$ cat src/rtl/auc_rbg.sv
// auc_rbg: gathers WIDTH-bit candidates from an EW-bit entropy stream with a repetition-count health test.
// Ports: clk, rst (sync, active-high), rbg_req start pulse, ent_vld/ent_din entropy input,
// rand_vld retake-done from auc_rand, rand_en first-candidate pulse, rand_din candidate,
// rbg_busy not-idle flag, rbg_err sticky health failure.
module auc_rbg #(
  parameter int WIDTH   = 256,
  parameter int EW      = 32,
  parameter int RCT_MAX = 4
) (
  input  logic             clk,
  input  logic             rst,
  input  logic             rbg_req,
  input  logic             ent_vld,
  input  logic [EW-1:0]    ent_din,
  input  logic             rand_vld,
  output logic             rand_en,
  output logic [WIDTH-1:0] rand_din,
  output logic             rbg_busy,
  output logic             rbg_err
);
  localparam int NW = WIDTH / EW;
  localparam int CW = NW > 1 ? $clog2(NW) : 1;
  typedef enum logic [1:0] {IDLE, FILL, REFILL} state_e;
  state_e              state_q;
  logic [WIDTH-EW-1:0] col_q;
  logic [CW-1:0]       cnt_q;
  logic [3:0]          rep_q, rep_d;
  logic [EW-1:0]       last_q;
  logic                rand_en_q, err_q;
  logic [WIDTH-1:0]    rand_din_q, word_d;
  logic                acc, fail, full;
  always_comb begin
    acc    = ent_vld && state_q != IDLE;
    // rep_q == 0 marks last_q as invalid, so the next word always starts a fresh run
    rep_d  = (rep_q != 4'd0 && ent_din == last_q) ? rep_q + 4'd1 : 4'd1;
    fail   = acc && rep_d == 4'(RCT_MAX);
    full   = acc && !fail && cnt_q == CW'(NW - 1);
    word_d = {col_q, ent_din};
  end
  always_ff @(posedge clk) begin
    if (rst) begin
      state_q    <= IDLE;
      col_q      <= '0;
      cnt_q      <= '0;
      rep_q      <= '0;
      last_q     <= '0;
      rand_en_q  <= 1'b0;
      rand_din_q <= '0;
      err_q      <= 1'b0;
    end else begin
      rand_en_q <= 1'b0;
      if (state_q == IDLE) begin
        if (rbg_req) begin
          state_q <= FILL;
          col_q   <= '0;
          cnt_q   <= '0;
          rep_q   <= '0;
          last_q  <= '0;
          err_q   <= 1'b0;
        end
      end else if (state_q == REFILL && rand_vld) begin
        state_q <= IDLE;
        cnt_q   <= '0;
      end else if (fail) begin
        cnt_q <= '0;
        rep_q <= '0;
        err_q <= 1'b1;
      end else if (acc) begin
        col_q  <= word_d[WIDTH-EW-1:0];
        cnt_q  <= full ? '0 : cnt_q + CW'(1);
        rep_q  <= rep_d;
        last_q <= ent_din;
        if (full) begin
          rand_din_q <= word_d;
          rand_en_q  <= state_q == FILL;
          state_q    <= REFILL;
        end
      end
    end
  end
  assign rand_en  = rand_en_q;
  assign rand_din = rand_din_q;
  assign rbg_busy = state_q != IDLE;
  assign rbg_err  = err_q;
endmodule

$ cat config.mk
export PLATFORM = sky130hd
export DESIGN_NAME = auc_rbg
export DESIGN_NICKNAME = d
export VERILOG_FILES = /design/src/rtl/auc_rbg.sv
export SDC_FILE = /design/constraint.sdc
export NUM_CORES = 1
export LEC_CHECK = 0
export BUFFER_PORTS_ARGS = -buffer_cell sky130_fd_sc_hd__buf_2
export CAP_MARGIN = 5
export CORE_MARGIN = 2
export CORE_UTILIZATION = 30
export DETAILED_ROUTE_END_ITERATION = 8
export PLACE_DENSITY = 0.58
export SYNTH_ARGS = -nofsm -noshare
export SYNTH_HDL_FRONTEND = slang
export SYNTH_SLANG_ARGS = --single-unit
export TNS_END_PERCENT = 100
$ cat constraint.sdc
create_clock -name clk -period 3.8 [get_ports clk]
set_input_delay 0.76 -clock clk [delete_from_list [all_inputs] [get_ports clk]]
set_output_delay 0.76 -clock clk [all_outputs]
set_load 0.05 [all_outputs]
==> After elaboration in Yosys (flattened, before gate mapping) <==
Cells that the tools add are included.
{ "totals": {"out_inout_bits": 259, "in_bits": 37, "word_cells": 79, "reg_bits": 523} }
{ "classes": {"eq_ne": 9, "addsub": 2, "n_mux": 32, "n_reduce_logical": 23, "bitwise": 5} }
{ "ops": {"columns": ["cell", "count"], "rows": [
  ["2-to-1 mux 224 bit", 5],
  ["2-to-1 mux 32 bit", 5],
  ["== test 32 bit", 1],
  ["2-to-1 mux 4 bit", 6],
  ["2-to-1 mux 3 bit", 6],
  ["2-to-1 mux 2 bit", 6],
  ["nonzero test 3 bit", 3],
  ["AND reduction 4 bit", 2],
  ["nonzero test 4 bit", 2],
  ["logical AND 1 bit", 6],
  ["AND reduction 3 bit", 2],
  ["nonzero test 2 bit", 3],
  ["OR reduction 6 bit", 1],
  ["NOT 1 bit", 5],
  ["AND reduction 5 bit", 1],
  ["adder 4 x 1 -> 4 bit, second input constant", 1],
  ["== test 4 x 3 -> 1 bit, second input constant", 1],
  ["2-to-1 mux 1 bit", 4],
  ["inequality test 2 bit, second input constant", 2],
  ["adder 3 x 1 -> 3 bit, second input constant", 1],
  ["== test 3 bit, second input constant", 1],
  ["inequality test 3 x 1 -> 1 bit, second input constant", 1],
  ["== test 2 x 1 -> 1 bit, second input constant", 1],
  ["== test 2 bit, second input constant", 1],
  ["other kinds (4)", 4]
]} }

==> Logic depth before layout (Yosys ltp) <==
{ "logic_depth": {"depth_word": 13, "ltp_mapped": 11, "mapped_depth_nobuf": 7} }

==> Worst setup path before layout <==
OpenSTA, ideal clock, no wires.
{ "synth_path": {"kind": "input -> register", "from": "input port ent_din[21]", "to": "register rand_din_q[100] (netlist: rand_din[100])", "setup_ps": 72, "path_stages": 10, "setup_slack_ps": 1254, "arrival_time_ps": 2475, "path_buffers": 4, "required_time_ps": 3728, "path_cell_list": "xor2_1 > a2111oi_2 > nand3_1 > and3b_1 > buf_6 > a211o_1 > buf_6 > buf_12 > buf_12 > mux2i_1"} }
{ "synth_via": {"elab_chain_len": 9, "word_cells_on_any_way": 10, "classes_between": "2 x eq/ne; 1 x mux; 1 x bitwise; 6 x reduce/logical"} }
{ "synth_rtl": {"columns": ["item", "line_no", "source"], "rows": [
  ["from (decl)", "14", "input logic [EW-1:0] ent_din,"],
  ["== test 32 bit *", "35", "rep_d = (rep_q != 4'd0 && ent_din == last_q) ? rep_q + 4'd1 : 4'd1;"],
  ["logical AND 1 bit *", "35", null],
  ["2-to-1 mux 4 bit *", "35", null],
  ["== test 4 x 3 -> 1 bit *", "36", "fail = acc && rep_d == 4'(RCT_MAX);"],
  ["logical AND 1 bit *", "36", null],
  ["zero test 1 bit", "37", "full = acc && !fail && cnt_q == CW'(NW - 1);"],
  ["logical AND 1 bit (2 in series)", "37", null],
  ["AND reduction 5 bit (no line) *", null, null],
  ["to (signal assigned)", "74", "rand_din_q <= word_d;"],
  ["to (decl)", "30", "logic [WIDTH-1:0] rand_din_q, word_d;"]
]} }
Mark *: on every way between the ends. The rest lies on a longest branch, timed or not.
A chain may end at the register's enable or synchronous reset.

==> impl_metrics.tcl <==
set metrics [dict create \
    status "complete, no violations" \
    fin_crit_sh_pct 73.43 \
    rows 91 \
    synthArstFlopShare_pct 0 \
    synthTopCellsByArea "dfxtp_1 (52%), nand2b_1 (17%), mux2i_1 (14%)" \
    initial_core_util_pct 30.39 \
    htreeDepth 2 \
    clk_pin_slew_ns 0.06 \
    synth-edff-count 0 \
    ys_seq_elements 491 \
    slowest_stage "nor4_1" \
    clk_path_buf_depth 3 \
    yosys.area_share.simple_pct 18.29 \
    cp-endpoint "rand_din[16]" \
    rr_startpoint "col_q[4]" \
    grt_max_degree 129 \
    die_y_um 254.0 \
    arrival_ns 3.30 \
    postCtsResizedCells 0 \
    syn-cell-area_um2 18750 \
    postCtsSetupRepairBufs 0 \
    area.growth.synth_to_final_pct 22.54 \
    dieArea_um2 64530 \
    cpMostUsedCell "buf_12" \
    hold_viol 0 \
    die_x_um 254.0 \
    worst-path-stages 9 \
    r2r_cells 9 \
    hp-class "flop to flop" \
    synth_top_cell_area_share_pct 52.41 \
    synthCells 1728 \
    grt_overflow 0 \
    ys_seq_area_share_pct 52.41 \
    via_count 13190 \
    yosysMostFrequentCell "nand2b_1" \
    fmax_ghz 0.3584 \
    rsz0062_at_grt "false" \
    ys.flop_type "dfxtp_1" \
    cp_num_buf_inv 3 \
    crit_path_start "col_q[4]" \
    tns_ns 0 \
    tightest_slew_ns 0.7587 \
    yosysWarnings 0 \
    critPathKind "flop to flop" \
    clock_latency_ns 0.59 \
    layout-drive-gt1-share_pct 22.33 \
    ir_worst_vdd_mv 0.3060 \
    drt-initial-drc-count 624 \
    antenna_found_initial 6 \
    avgSynthCellArea_um2 10.85 \
    grt_pass1_vias 12870 \
    totalWireLength_um 49370 \
    end_kind "flop" \
    synth_compound_area_share_pct 8.486 \
    grt_first_pass_wirelength_um 75030 \
    path_cells "xnor2_1 > nand4_1 > nor4_1 > buf_4 > and3b_1 > a211o_4 > buf_12 > buf_12 > mux2i_1" \
    cts_buffers 52 \
    dp_hpwl_um 34740 \
    slew_viol_final 0 \
    min_period_ns 2.790 \
    worst_clock_skew_ns 0.02054 \
    grt_util_all_layers_pct 14.75 \
    slew_headroom_pct 49.14 \
    synth-xor-area-share_pct 1.541 \
    holdWs_ns 0.4710 \
    power.density_nw_per_um2 471.1 \
    synth_top_family_by_area "simple AND/OR/NAND/NOR gates" \
    min_path_cells 2 \
    rrSetupSlack_ns 1.01 \
    critical-path-max-stage-delay_ns 0.45 \
    cts.sinks 491 \
    fin_nets 2048 \
    synth_top_cell_by_area "dfxtp_1" \
    dr.pass1.iters 5 \
    crit_family "simple AND/OR/NAND/NOR gates" \
    ctsHoldBuffers 0 \
    io_buffers 295 \
    vias_per_cell 4.567 \
    leakage_nw 10.19 \
    postRouteAntennaNets 0 \
    tritoncts "built" \
    cp.required_ns 4.31 \
    cp-start-kind "flop" \
    clockRootBuffer "clkbuf_16" \
    ys_types 38 \
    synthTopCellsByCount "nand2b_1 (513), dfxtp_1 (491), mux2i_1 (256)" \
    drv_cap 0 \
    critPathMaxFanout 27 \
    drc 0 \
    syn_nets 1769 \
    muxShareOfSynthArea_pct 13.66 \
    pin_count 296 \
    rr_endpoint "rand_din[16]" \
    setup_viol 0 \
    wl_per_cell_um 17.10 \
    core_um2 61710 \
    gp_congestion 0.7943 \
    synth_adder_area_share_pct 0.2669 \
]
[state kept, by name (all words and copies together) (netlist names)]
name	cells
col_q	224
rand_en	1
rep_q	4
cnt_q	3
state_q	2
rand_din	256
rbg_err	1
[power breakdown]
part	switching [mW]	total (mW)	internal [mW]
registers	0.0103	5.17	5.16
clock network	2.12	5.17	3.05
logic	0.274	0.486	0.211
total	2.40	10.8	8.43
[layer usage]
metal,track usage [%],vias to the layer above,wire [µm]
met5,0,-,41
met4,3.782,6,894
met3,4.486,60,3081
met2,22.57,284,21570
met1,20.15,6273,23790
li1,-,6563,-
[logic make-up (layout without fill, tap and decap cells)]
| kind of cell | Yosys count | after routing |
|---|---|---|
| buffers and inverters | 143 | 462 |
| flip-flops | 491 | 491 |
| adder cells (fa/ha/maj) | 4 | 4 |
| other | 0 | 3 |
| XOR/XNOR | 33 | 33 |
| AO/OA/AOI/OAI | 248 | 248 |
| multiplexers | 256 | 256 |
| AND/OR/NAND/NOR | 553 | 553 |
[layout by cell type, fill, tap and decap left out, types with 7 or more instances in the layout]
cell / n
xnor2_1: 21
clkinv_2: 10
clkbuf_8: 15
dfxtp_1: 491
mux2i_1: 256
buf_12: 30
xor2_1: 12
buf_4: 38
clkbuf_16: 53
o22ai_1: 224
nor3_1: 7
a21oi_1: 9
buf_2: 294
nand2b_1: 513
[through the flow]
step,util [%],instances,worst slack [ns],power (mW),area (µm²)
after floorplan,-,1728,1.254,5.606,18750
after global placement,34.38,2790,0.4881,5.773,21220
after detailed placement,34.38,2790,0.4367,5.776,21220
after CTS,37.23,2884,0.9743,10.98,22970
after global routing,37.23,2885,0.9085,11.21,22980
final,37.24,2887,1.010,10.83,22980
[worst register-to-register path, delay by kind of cell, from the launching register on]
family	cells	cell delay (ns)
AOI/OAI and AO/OA	1	0.22
and+or+nand+nor	3	0.93
buffers and inverters	3	0.63
xor gates and xnor gates	1	0.37
muxes	1	0.26
DFF	1	0.32
[worst min path at each step]
stage	startpoint	endpoint	slack, ns
after floorplan	state_q[1]	rand_en	0.44
after global placement	cnt_q[1]	cnt_q[1]	0.45
after detailed placement	rand_din[155]	rand_din[155]	0.46
after CTS	ent_din[6]	rand_din[6]	0.44
after global routing	ent_din[17]	rand_din[17]	0.46
final	rand_din[155]	rand_din[155]	0.47
[area by class of cell]
type	instances	area, µm²
multi-input cells	1094	7951
diodes	3	7.507
clock buffers	74	1555
flip-flops and latches	491	9829
fillers	6200	38730
inverters	5	18.77
repair buffers	363	2372
well taps	837	1047
clock inverters	20	200.2
Note: power is estimated with default switching activity, not from simulation.
